### src/rtl/apb_mst_bridge.sv
// APB requester bridge: one local command in, one APB SETUP/ACCESS transfer out,
// one response back. A single transfer is in flight at a time. A wait counter
// aborts transfers whose responder never raises PREADY.
//
// Handshakes: a local transfer happens on a rising edge where valid and ready
// are both high. The bridge raises cmd_ready only in IDLE, and it holds rsp_valid
// and every rsp_* field stable until it sees rsp_ready.
module apb_mst_bridge #(
  parameter int DATA_SIZE = 32,
  parameter int ADDR_SIZE = 6,
  parameter int TIMEOUT   = 16
) (
  input  logic                   PCLK,
  input  logic                   PRESET,
  input  logic                   cmd_valid,
  output logic                   cmd_ready,
  input  logic                   cmd_write,
  input  logic [ADDR_SIZE-1:0]   cmd_addr,
  input  logic [DATA_SIZE-1:0]   cmd_wdata,
  input  logic [DATA_SIZE/8-1:0] cmd_strobe,
  output logic                   rsp_valid,
  input  logic                   rsp_ready,
  output logic [DATA_SIZE-1:0]   rsp_rdata,
  output logic                   rsp_err,
  output logic                   rsp_timeout,
  output logic [ADDR_SIZE-1:0]   PADDR,
  output logic                   PSEL,
  output logic                   PENABLE,
  output logic                   PWRITE,
  output logic [DATA_SIZE-1:0]   PWDATA,
  output logic [DATA_SIZE/8-1:0] PSTROBE,
  input  logic                   PREADY,
  input  logic [DATA_SIZE-1:0]   PRDATA,
  input  logic                   PSLVERR
);

  localparam int CW = $clog2(TIMEOUT + 1);
  localparam logic [CW-1:0] CNT_LAST = CW'(TIMEOUT - 1);

  // The state is kept as a named enum so that checkers can bind to it.
  typedef enum logic [1:0] {IDLE, SETUP, ACCESS, RESP} state_t;

  state_t        state;
  state_t        state_next;
  logic [CW-1:0] wait_cnt;
  logic          timeout_hit;
  logic          psel_d;
  logic          penable_d;
  logic          rsp_valid_d;

  assign cmd_ready = (state == IDLE);

  // Last ACCESS cycle that may still run without PREADY has been reached.
  assign timeout_hit = (state == ACCESS) && !PREADY && (wait_cnt == CNT_LAST);

  // State register
  always_ff @(posedge PCLK or posedge PRESET) begin
    if (PRESET) state <= IDLE;
    else        state <= state_next;
  end

  // Next-state logic
  always_comb begin
    state_next = state;
    case (state)
      IDLE:    if (cmd_valid) state_next = SETUP;
      SETUP:   state_next = ACCESS;
      ACCESS:  if (PREADY || timeout_hit) state_next = RESP;
      RESP:    if (rsp_ready) state_next = IDLE;
      default: state_next = IDLE;
    endcase
  end

  // Output decode of the next state, so the registered outputs track the state
  always_comb begin
    psel_d      = (state_next == SETUP) || (state_next == ACCESS);
    penable_d   = (state_next == ACCESS);
    rsp_valid_d = (state_next == RESP);
  end

  // Output register for the APB control lines and rsp_valid; reset drops them at once
  always_ff @(posedge PCLK or posedge PRESET) begin
    if (PRESET) begin
      PSEL      <= 1'b0;
      PENABLE   <= 1'b0;
      rsp_valid <= 1'b0;
    end else begin
      PSEL      <= psel_d;
      PENABLE   <= penable_d;
      rsp_valid <= rsp_valid_d;
    end
  end

  // ACCESS wait counter: cleared in SETUP, stops at the limit because ACCESS exits there
  always_ff @(posedge PCLK or posedge PRESET) begin
    if (PRESET) begin
      wait_cnt <= '0;
    end else if (state == SETUP) begin
      wait_cnt <= '0;
    end else if ((state == ACCESS) && !PREADY && !timeout_hit) begin
      wait_cnt <= wait_cnt + 1'b1;
    end
  end

  // Request latch on accept. Reads drive no strobes. The fields hold after the transfer.
  always_ff @(posedge PCLK or posedge PRESET) begin
    if (PRESET) begin
      PADDR   <= '0;
      PWRITE  <= 1'b0;
      PWDATA  <= '0;
      PSTROBE <= '0;
    end else if ((state == IDLE) && cmd_valid) begin
      PADDR   <= cmd_addr;
      PWRITE  <= cmd_write;
      PWDATA  <= cmd_wdata;
      PSTROBE <= cmd_write ? cmd_strobe : '0;
    end
  end

  // Response capture at the end of ACCESS, either completed or aborted
  always_ff @(posedge PCLK or posedge PRESET) begin
    if (PRESET) begin
      rsp_rdata   <= '0;
      rsp_err     <= 1'b0;
      rsp_timeout <= 1'b0;
    end else if ((state == ACCESS) && PREADY) begin
      rsp_rdata   <= PWRITE ? '0 : PRDATA;
      rsp_err     <= PSLVERR;
      rsp_timeout <= 1'b0;
    end else if (timeout_hit) begin
      rsp_rdata   <= '0;
      rsp_err     <= 1'b1;
      rsp_timeout <= 1'b1;
    end
  end

endmodule

### config.mk
export PLATFORM = sky130hd
export DESIGN_NAME = apb_mst_bridge
export DESIGN_NICKNAME = d
export VERILOG_FILES = /design/src/rtl/apb_mst_bridge.sv
export SDC_FILE = /design/constraint.sdc
export NUM_CORES = 1
export LEC_CHECK = 0
export ABC_AREA = 1
export BUFFER_PORTS_ARGS = -buffer_cell sky130_fd_sc_hd__buf_2
export CORE_ASPECT_RATIO = 0.9
export CORE_UTILIZATION = 49
export CTS_BUF_LIST = sky130_fd_sc_hd__clkbuf_8
export CTS_CLUSTER_DIAMETER = 80
export DETAILED_ROUTE_END_ITERATION = 8
export PLACE_DENSITY = 0.82
export SLEW_MARGIN = 10
export SYNTH_ARGS = -nofsm -noshare
export SYNTH_HDL_FRONTEND = slang
export SYNTH_SLANG_ARGS = --single-unit
### constraint.sdc
create_clock -name PCLK -period 3.8 [get_ports PCLK]
set_input_delay 0.76 -clock PCLK [delete_from_list [all_inputs] [get_ports PCLK]]
set_output_delay 0.76 -clock PCLK [all_outputs]
set_load 0.03 [all_outputs]
# Word-level counts from Yosys, hierarchy flattened
# Cells that the tools add are included.
[totals] register_bits=87
[classes] add_sub_neg=1 n_eq_ne=7 n_mux=13 n_reduce_logical=12
[ops] cell="32-bit two-way mux" n=3
[ops] cell="5-bit two-way mux" n=2
[ops] cell="2-bit equality test (second input constant)" n=4
[ops] cell="2-bit case mux with 4 select lines" n=1
[ops] cell="2-bit two-way mux" n=3
[ops] cell="5-bit by 1-bit adder with 5-bit output (second input constant)" n=1
[ops] cell="5-bit by 4-bit equality test with 1-bit output (second input constant)" n=1
[ops] cell="1-bit logical AND" n=5
[ops] cell="2-bit by 1-bit equality test with 1-bit output (second input constant)" n=2
[ops] cell="4-bit two-way mux" n=1
[ops] cell="2-bit nonzero test" n=2
[ops] cell="1-bit two-way mux" n=3
[ops] cell="1-bit zero test" n=2
[ops] cell="2-bit zero test" n=1
[ops] cell="1-bit logical OR" n=2

# Longest topological paths before layout
[depth] ltp_word=8 depth_mapped=11

# Worst setup path after synthesis
# No wires, ideal clock.
[synth_timing] path_type="reg-to-reg" startpoint="reg wait_cnt[0]" endpoint="reg rsp_valid" arrival_ns=1.585 slack_ns=2.094 stages_incl_launch_ff=12 n_path_buf=0 period_less_slack_ns=1.706 path_cell_list="dfrtp_1 ha_1 nand2_1 nor2_1 ha_1 inv_1 nand2_1 nand2_2 inv_1 nor3_2 inv_1 ha_1"
[synth_via] elab_chain_cells=6
[synth_lines] element="start, declared" line="45" rtl="logic [CW-1:0] wait_cnt;"
[synth_lines] element="start signal, assigned" line="101" rtl="wait_cnt <= wait_cnt + 1'b1;"
[synth_lines] element="5-bit by 4-bit equality test with 1-bit output" line="54" rtl="assign timeout_hit = (state == ACCESS) && !PREADY && (wait_cnt == CNT_LAST);"
[synth_lines] element="1-bit logical AND" line="54"
[synth_lines] element="1-bit logical OR" line="68" rtl="ACCESS: if (PREADY || timeout_hit) state_next = RESP;"
[synth_lines] element="2-bit two-way mux" line="68"
[synth_lines] element="2-bit case mux with 4 select lines" line="65" rtl="case (state)"
[synth_lines] element="net state_next[0]" line="44" rtl="state_t state_next;"
[synth_lines] element="2-bit equality test" line="78" rtl="rsp_valid_d = (state_next == RESP);"
[synth_lines] element="net rsp_valid_d" line="49" rtl="logic rsp_valid_d;"
[synth_lines] element="end signal, assigned" line="90" rtl="rsp_valid <= rsp_valid_d;"
[synth_lines] element="end, declared" line="21" rtl="output logic rsp_valid,"
# The timed path passes the listed nets, and every way through them passes these cells.
# A chain may end at the register's enable or synchronous reset.

# Worst setup path after layout
# Same ends and word-level chain as after synthesis.

==> impl_metrics.toml <==
[logic_synthesis]
ys_ff_latch = 87
syn_nets = 471
syn_area_um2 = 3666
yosysTopAreaCell = "dfrtp_1"
avgSynthCellArea_um2 = 9.497
netlist_instances = 386
synth_top_family_by_area = "simple AND/OR/NAND/NOR gates"
seq_area_frac_synth = 0.5939
synthTopCellsByArea = "dfrtp_1 (59%), nand2_1 (21%), o21ai_2 (7.4%), buf_6 (1.8%), buf_8 (1.6%)"
synth_cell_type_count = 22
yosysTopAreaCellShare = 0.5939
synth_fa_ha_area_frac = 0.01365
yosys_warnings = 0
synth_xor_area_frac = 0
synthMuxAreaShare = 0
synth_compound_area_frac = 0.08840
yosys.area_share.simple = 0.2372

[setup_path]
cp-startpoint = "wait_cnt[0]$_DFFE_PP0P_"
cp.required_ps = 4040
path_delay_family = "simple AND/OR/NAND/NOR gates"
crit_buf_inv = 3
start_kind = "register"
crit_arrival_ps = 2560
path_class = "register to register"
r2r_start = "wait_cnt[0]$_DFFE_PP0P_"
r2r-end = "rsp_valid$_DFF_PP0_"
cp-end-kind = "register"
cp_cell_sequence = "ha_1 -> nand2_1 -> nor2_1 -> ha_1 -> inv_1 -> nand2_1 -> nand2_2 -> inv_1 -> nor3_2 -> inv_1 -> ha_1"
cpMaxStageDelayCell = "nand2_2"
critPathCapture = "rsp_valid$_DFF_PP0_"
r2r_slack_ps = 1480
cp_max_fo = 33
rr_worst_depth = 11
cp.depth = 11
critPathMaxStageDelay_ps = 460

[grt]
grt_use_total = 0.2161
grt_pass1_vias = 2827
grt_pass1_wl_mm = 13.01
antenna_found_initial = 0
grt_max_degree = 64
gr-total-overflow = 0

[pwr]
p_int_w = 0.002221
switching_power_w = 0.002012
power_frac_comb = 0.482
clockPowerShare = 0.159
swShare = 0.4754
p_seq_frac = 0.359
vdd_drop_max_uv = 500.3
power_leakage_nw = 2.679
power_density_nw_per_um2 = 913.9

[timing]
worst_slew_pin_slew_ps = 1068
post-route-period-util = 0.6099
slew_violations = 0
max_freq_ghz = 0.4315
skew_ps = 10.37
setup_tns_ps = 0
min_period_ps = 2318
setup_slack_ps = 1482
hold_viol = 0
rsz0062_at_grt = "false"
slew_headroom = 0.2872
finalSetupViolCount = 0

[finish]
drive_gt1_frac = 0.4059
antenna_cells = 0
finish.utilization = 0.6480
nNetsFinal = 627
n_fill_cell = 579
area_growth_pct = 26.35

[floorplan]
dieWidth_um = 93.18
dieArea_um2 = 7832
core_um2 = 7148
num_rows = 29
die_h_um = 84.06
initial_core_util = 0.5129
io_pins = 162

[cts]
cts_resized = 0
cts_setup_buffers = 0
cts_tree = "done"
root_buffer = "clkbuf_8"
clkSinkCount = 87
clockBufferDepth = 2
ctsHoldBuffers = 0
cts_made_buffers = 9
clkTransAtPathRegs_ps = 90
clock_latency_ps = 350
htree_levels = 3

[drt]
ant_nets = 0
dr_total_vias = 3054
firstDrtPassIters = 4
dr.first_iter.drc_count = 154
totalWireLength_mm = 8.248
drcViolationCount = 0
vias_per_cell = 4.772
wire_per_inst_um = 12.89

[placed_design]
place_ws_ps = 1499
gp_routability_congestion = 0.7569
hpwl_mm = 5.898
io_buffers = 161

[outcome]
status = "complete, no violations"

[worst_hold_path]
worstHoldPathType = "register to register"

[job]
cap_viol_max_count = 0
-- kinds of logic after synthesis --
logic type,count (synthesis)
AO/OA/AOI/OAI,41
adder cells (fa/ha/maj),4
buffers and inverters,33
flip-flops,87
AND/OR/NAND/NOR,221
-- power groups by stage --
stage	Clock [W]	Combinational (W)	Sequential, W
5_1_grt	0.000731	0.00221	0.00156
3_5_place_dp	0	0.00207	0.00153
6_report	0.000673	0.00204	0.00152
3_3_place_gp	0	0.00200	0.00152
4_1_cts	0.000690	0.00207	0.00152
2_1_floorplan	0	0.000828	0.00224
-- layout make-up --
type | instances | area, µm² | share of cell area
tap | 93 | 116.4 | 0.02512
clock inverter | 5 | 65.06 | 0.01405
sequential | 87 | 2177 | 0.4700
clock buffer | 11 | 151.4 | 0.03269
timing repair buffer | 163 | 820.8 | 0.1772
multi-input combinational | 266 | 1244 | 0.2685
inverter | 15 | 57.56 | 0.01243
-- cell usage after synthesis --
cell / instances
o21a_1: 1
o21ai_1: 4
o21ai_0: 5
o21ai_2: 31
buf_4: 3
nand3_1: 3
nor2_2: 3
nand2_2: 3
nor2_4: 1
nand4_1: 2
buf_8: 4
clkbuf_1: 3
inv_2: 2
dfrtp_1: 87
nand2_1: 201
inv_1: 13
clkbuf_8: 2
nor2_1: 6
ha_1: 4
or2_2: 1
buf_6: 6
nor3_2: 1
-- cells in the final DEF (no fill, tap or decap), types with 2 or more instances in the layout --
cell,netlist,final
nand2_1,201,201
buf_2,0,161
dfrtp_1,87,87
o21ai_2,31,31
inv_1,13,12
clkbuf_8,2,11
nor2_1,6,6
o21ai_0,5,5
o21ai_1,4,4
ha_1,4,4
nand3_1,3,3
nor2_2,3,3
nand2_2,3,3
clkinv_4,0,3
inv_2,2,2
nand4_1,2,2
buf_4,3,2
-- metrics by stage --
| step | instances | hold slack, ps | cell area, µm² | total power (W) |
|---|---|---|---|---|
| 4_1_cts | 640 | 482.8 | 4632 | 0.004274 |
| 3_3_place_gp | 624 | 456.8 | 4415 | 0.003521 |
| 6_report | 640 | 476.9 | 4632 | 0.004233 |
| 3_5_place_dp | 624 | 459.8 | 4415 | 0.003598 |
| 5_1_grt | 640 | 496.9 | 4632 | 0.004501 |
| 2_1_floorplan | 386 | 458.8 | 3666 | 0.003068 |
-- metal layers --
| metal | global-route usage | vias up | share of wire |
|---|---|---|---|
| li1 | - | 1502 | - |
| met1 | 0.2631 | 1450 | 0.42 |
| met2 | 0.3683 | 92 | 0.52 |
| met3 | 0.05009 | 10 | 0.043 |
| met4 | 0.08811 | 0 | 0.013 |
| met5 | 0 | - | 0 |
-- registers in the layout, indices dropped and copies added, names as in the netlist --
name         flops
PADDR            6
PENABLE          1
PSEL             1
PSTROBE          4
PWDATA          32
PWRITE           1
rsp_err          1
rsp_rdata       32
rsp_timeout      1
rsp_valid        1
state            2
wait_cnt         5
-- worst min-delay path, stage by stage, from the launching register on --
cell     delay, ps
dfrtp_1        350
nand2_1         50
nand2_1         50
-- how the worst min path moves through the flow --
stage / start / endpoint / slack [ps] / depth (start not counted)
detailed placement: PWDATA[2]$_DFFE_PP0P_ / PWDATA[2]$_DFFE_PP0P_ / 460 / 2
global route: PWDATA[2]$_DFFE_PP0P_ / PWDATA[2]$_DFFE_PP0P_ / 500 / 2
CTS: PWDATA[12]$_DFFE_PP0P_ / PWDATA[12]$_DFFE_PP0P_ / 480 / 2
global placement: PWDATA[21]$_DFFE_PP0P_ / PWDATA[21]$_DFFE_PP0P_ / 460 / 2
finish: PWDATA[17]$_DFFE_PP0P_ / PWDATA[17]$_DFFE_PP0P_ / 480 / 2
floorplan: wait_cnt[4]$_DFFE_PP0P_ / wait_cnt[4]$_DFFE_PP0P_ / 460 / 2
Note: power is estimated with default switching activity, not from simulation.
